## src/rtl/seq_multiplier.sv

```systemverilog
// seq_multiplier
// ---------------------------------------------------------------------------
// Shift-add sequential multiplier. It computes an unsigned WIDTH x WIDTH ->
// 2*WIDTH product and adds one partial product per clock. Any WIDTH >= 2 is
// supported.
//
// Handshake: start is sampled on a rising clk edge whenever busy=0, which is
// in IDLE or in the single DONE cycle. The accepting edge captures a and b,
// and busy stays high until the edge that produces the result. done pulses
// for exactly one cycle. During that cycle p holds the new product, and a
// start seen in the DONE cycle is accepted at once, so results can be issued
// back-to-back with no gap.
//
// Optional feature (compile-time macro MULT_EARLY_DONE_EN):
//   When defined, BUSY also finishes as soon as the remaining multiplier bits
//   are all zero. Latency is then max(1, msb_index(b)+1) cycles. When
//   undefined, latency is always WIDTH cycles.
//
// Ports:
//   clk       in   rising-edge clock
//   rst_n     in   asynchronous active-low reset
//   start     in   operation request (accepted when busy=0)
//   a         in   [WIDTH-1:0] multiplicand, captured on accepted start
//   b         in   [WIDTH-1:0] multiplier, captured on accepted start
//   busy      out  high while state is BUSY
//   done      out  one-cycle pulse while state is DONE, p valid
//   p         out  [2*WIDTH-1:0] product, held until the next completion
//   state_dbg out  [1:0] current FSM state (0 IDLE, 1 BUSY, 2 DONE)
// ---------------------------------------------------------------------------
module seq_multiplier #(
  parameter int WIDTH = 4
) (
  input  logic                 clk,
  input  logic                 rst_n,
  input  logic                 start,
  input  logic [WIDTH-1:0]     a,
  input  logic [WIDTH-1:0]     b,
  output logic                 busy,
  output logic                 done,
  output logic [2*WIDTH-1:0]   p,
  output logic [1:0]           state_dbg
);

  localparam int CW = $clog2(WIDTH);
  localparam logic [CW-1:0] CNT_LAST = CW'(WIDTH - 1);

  typedef enum logic [1:0] {
    S_IDLE = 2'd0,
    S_BUSY = 2'd1,
    S_DONE = 2'd2
  } state_t;

  state_t state, state_nxt;

  logic [2*WIDTH-1:0] mcand;
  logic [WIDTH-1:0]   mplier;
  logic [2*WIDTH-1:0] acc;
  logic [CW-1:0]      cnt;

  logic [2*WIDTH-1:0] acc_sum;
  logic [WIDTH-1:0]   mplier_nxt;
  logic               last_step;
  logic               load_en;

  // Datapath helpers. acc_sum already includes this step's partial product,
  // so the exit edge can publish it straight into p.
  always_comb begin
    acc_sum    = acc + (mplier[0] ? mcand : '0);
    mplier_nxt = mplier >> 1;
`ifdef MULT_EARLY_DONE_EN
    // Once no multiplier bits remain, further steps would only add zero.
    last_step  = (cnt == CNT_LAST) || (mplier_nxt == '0);
`else
    last_step  = (cnt == CNT_LAST);
`endif
    load_en    = start && ((state == S_IDLE) || (state == S_DONE));
  end

  // FSM: state register
  always_ff @(posedge clk or negedge rst_n) begin
    if (!rst_n) begin
      state <= S_IDLE;
    end else begin
      state <= state_nxt;
    end
  end

  // FSM: next-state logic. start is ignored while BUSY.
  always_comb begin
    state_nxt = state;
    case (state)
      S_IDLE:  state_nxt = start     ? S_BUSY : S_IDLE;
      S_BUSY:  state_nxt = last_step ? S_DONE : S_BUSY;
      S_DONE:  state_nxt = start     ? S_BUSY : S_IDLE;
      default: state_nxt = S_IDLE;
    endcase
  end

  // FSM: outputs. These decode directly from the state register, so an
  // asynchronous reset clears them immediately.
  always_comb begin
    busy      = (state == S_BUSY);
    done      = (state == S_DONE);
    state_dbg = state;
  end

  // Datapath registers
  always_ff @(posedge clk or negedge rst_n) begin
    if (!rst_n) begin
      mcand  <= '0;
      mplier <= '0;
      acc    <= '0;
      cnt    <= '0;
      p      <= '0;
    end else if (load_en) begin
      mcand  <= {{WIDTH{1'b0}}, a};
      mplier <= b;
      acc    <= '0;
      cnt    <= '0;
    end else if (state == S_BUSY) begin
      acc    <= acc_sum;
      mcand  <= mcand << 1;
      mplier <= mplier_nxt;
      cnt    <= cnt + 1'b1;
      if (last_step) begin
        p <= acc_sum;
      end
    end
  end

endmodule

```

## config.mk

```make
export PLATFORM = sky130hd
export DESIGN_NAME = seq_multiplier
export DESIGN_NICKNAME = d
export VERILOG_FILES = /design/src/rtl/seq_multiplier.sv
export SDC_FILE = /design/constraint.sdc
export NUM_CORES = 1
export LEC_CHECK = 0
export ABC_AREA = 1
export CAP_MARGIN = 30
export CELL_PAD_IN_SITES_DETAIL_PLACEMENT = 1
export CELL_PAD_IN_SITES_GLOBAL_PLACEMENT = 1
export CORE_UTILIZATION = 40
export DETAILED_ROUTE_END_ITERATION = 16
export PLACE_DENSITY = 0.88
export SYNTH_ARGS = -nofsm -noshare
export SYNTH_HDL_FRONTEND = slang
export SYNTH_SLANG_ARGS = --single-unit
export TNS_END_PERCENT = 50
```

## constraint.sdc

```tcl
create_clock -name clk -period 2.4 [get_ports clk]
set_clock_uncertainty 0.1 [all_clocks]
set_input_delay 0.48 -clock clk [delete_from_list [all_inputs] [get_ports clk]]
set_output_delay 0.48 -clock clk [all_outputs]
set_load 0.02 [all_outputs]
```

==> impl_metrics.json <==
{
  "overflow": 0,
  "die_area_mm2": 0.004438,
  "pin_count": 23,
  "holdWs_ns": 0.3772,
  "r2r_start": "mplier[0]",
  "yosysTopAreaCell": "dfrtp_1",
  "cpLargestDelayFamily": "buffers and inverters",
  "layout_commonest_cell": "nand2_1",
  "crit_start": "state_dbg[0]",
  "layout_worst_path_cycle_share_pct": 93.85,
  "met1_length_mm": 1.749,
  "synth-seq-area-share_pct": 47.94,
  "crit_buf_inv": 2,
  "drc_errors": 0,
  "ir_drop_v": 0.0005508,
  "hold_class": "reg2reg",
  "htree_levels": 2,
  "die_y_um": 66.62,
  "areaGrowthSynthToFinish_pct": 21.80,
  "syn_avg_cell_area_um2": 8.228,
  "grt_pass1_vias": 1418,
  "final_cell_mix": "66 x nand2_1, 33 x inv_1, 32 x dfrtp_1",
  "drt-initial-drc-count": 72,
  "ys_ff_latch": 32,
  "rows": 23,
  "met3WireLength_um": 115,
  "synthCells": 203,
  "power_density_mw_per_mm2": 1287,
  "syn-cell-area_mm2": 0.001670,
  "multiInputGateArea_um2": 704.4,
  "slowest_delay_ns": 0.65,
  "grt_use_total_pct": 20.44,
  "highest_layer": "met4",
  "hold_buffers": 0,
  "nNetsFinal": 250,
  "postLayoutCoreUtil_pct": 50.86,
  "power_mw": 2.619,
  "regArea_um2": 800.8,
  "rsz0062_at_grt": "no",
  "netlist.area_leader.share_pct": 47.94,
  "clkSlewWorstSetupHoldPaths_ns": 0.07,
  "core_area_mm2": 0.004000,
  "wl_per_cell_um": 13.65,
  "cts_resized": 0,
  "cts_root_buffer": "clkbuf_8",
  "required_ns": 1.82,
  "worst_path_max_delay_cell": "clkdlybuf4s50_1",
  "post_cts_buffers": 0,
  "start_util_pct": 41.76,
  "vias_per_cell": 4.943,
  "cp_max_fo": 10,
  "hold_viol": 0,
  "ys_top_cells_by_area": "dfrtp_1 48%, nand2_1 15%, inv_1 7.4%, ha_1 6.0%, nand3_1 4.5%",
  "route.met2.wl_mm": 1.905,
  "drv_slew": 0,
  "first_pass_iters": 4,
  "cts_buffers": 5,
  "dp_hpwl_mm": 2.849,
  "wirelength_mm": 3.836,
  "clock_latency_ns": 0.28,
  "cts.sinks": 32,
  "crit_arrival_ns": 1.67,
  "clockBufferDepth": 2,
  "cp_cell_sequence": "nand2_2 -> inv_2 -> clkdlybuf4s50_1",
  "drive_gt1_share_pct": 8.225,
  "post-route-min-period_ns": 2.252,
  "vias": 1389,
  "worstHoldStart": "cnt[0]",
  "fin_setup_tns_ns": 0,
  "end_kind": "primary output",
  "n_antenna_cell": 0,
  "detail-route-antenna-nets": 0,
  "p_leak_nw": 1.091,
  "io_buffers": 22,
  "critical_path_class": "reg2out",
  "cts_tree": "yes",
  "critPathLaunchType": "register",
  "antenna_found_initial": 0,
  "relSlewSlack_pct": 71.76,
  "synth_fp_nets": 223,
  "fill_cells": 487,
  "cap_violations": 0,
  "synth_cell_types": 25,
  "worst-slew-pin-transition_ns": 0.4236,
  "setup_viol": 0,
  "grt_pass1_wl_mm": 6.541,
  "gp_congestion": 0.8132,
  "outcome": "finished, final reports clean",
  "ys_warn_count": 0,
  "grt_max_degree": 33,
  "die_w_um": 66.62,
  "max_freq_mhz": 444.0
}
## routing by layer
metal,GRT usage [%],vias up
met5,0,-
met1,25.70,661
met4,8.245,0
met2,33.59,22
li1,-,697
met3,4.623,9
## cells in the mapped netlist
| cell type | number |
|---|---|
| o22ai_1 | 4 |
| nand4_1 | 1 |
| nand3_1 | 15 |
| nor2_8 | 1 |
| a21o_1 | 1 |
| a21oi_1 | 3 |
| o221ai_1 | 3 |
| inv_2 | 4 |
| nand3b_1 | 1 |
| buf_2 | 3 |
| or2_2 | 1 |
| buf_6 | 1 |
| fa_1 | 1 |
| a22o_1 | 2 |
| dfrtp_1 | 32 |
| xnor2_1 | 1 |
| nor2_4 | 1 |
| ha_1 | 8 |
| o211ai_1 | 3 |
| nor2_1 | 7 |
| nand2_1 | 66 |
| o21ai_0 | 8 |
| nand2_2 | 2 |
| xor2_1 | 1 |
| inv_1 | 33 |
## logic make-up after synthesis
group,share of synthesized area [%]
flip-flops,47.94
XOR/XNOR,1.049
buffers and inverters,9.887
adder cells (fa/ha/maj),7.191
AO/OA/AOI/OAI,9.214
AND/OR/NAND/NOR,24.72
## registers in the layout, summed over array words and instances, names as in the netlist
register   count
acc            8
mplier         4
p              8
mcand          8
cnt            2
state_dbg      2
## path summary, 6_finish.rpt
kind / endpoint / slack (ns) / depth (start not counted)
worst min-delay path: cnt[0] / 0.38 / 1
worst max-delay path: busy / 0.15 / 3
worst min register to register: cnt[0] / 0.38 / 1
max in group asynchronous: p[7] / 1.39 / 2
worst max register to register: acc[4] / 0.45 / 9
min in group asynchronous: p[5] / 0.49 / 2
## report_power, final
group	switching, mW	total [mW]	internal [mW]
logic	0.784	1.28	0.497
registers	0.143	0.909	0.766
clock network	0.200	0.429	0.229
## through the flow
step | setup slack [ns] | instance area [µm²] | instances
2_1_floorplan | 0.6905 | 1670 | 203
3_3_place_gp | 0.4129 | 1942 | 273
3_5_place_dp | 0.3191 | 1942 | 273
4_1_cts | 0.1421 | 2034 | 281
5_1_grt | 0.1020 | 2034 | 281
6_report | 0.1476 | 2034 | 281
## layout make-up
cell class | instances | share of cell area [%]
timing repair buffer | 24 | 11.56
clock inverter | 2 | 0.4920
multi-input combinational | 130 | 34.62
tap | 50 | 3.075
inverter | 37 | 6.827
sequential | 32 | 39.36
clock buffer | 6 | 4.059
## worst reg2reg max path, cell delays in order, from the launching register on
cell and delay [ns]:
dfrtp_1 0.52, nand2_1 0.08, inv_1 0.06, ha_1 0.16
inv_1 0.06, fa_1 0.43, nor2_1 0.16, o21ai_0 0.11
nand3_1 0.10, nand2_1 0.05
Note: power is estimated with default switching activity, not from simulation.
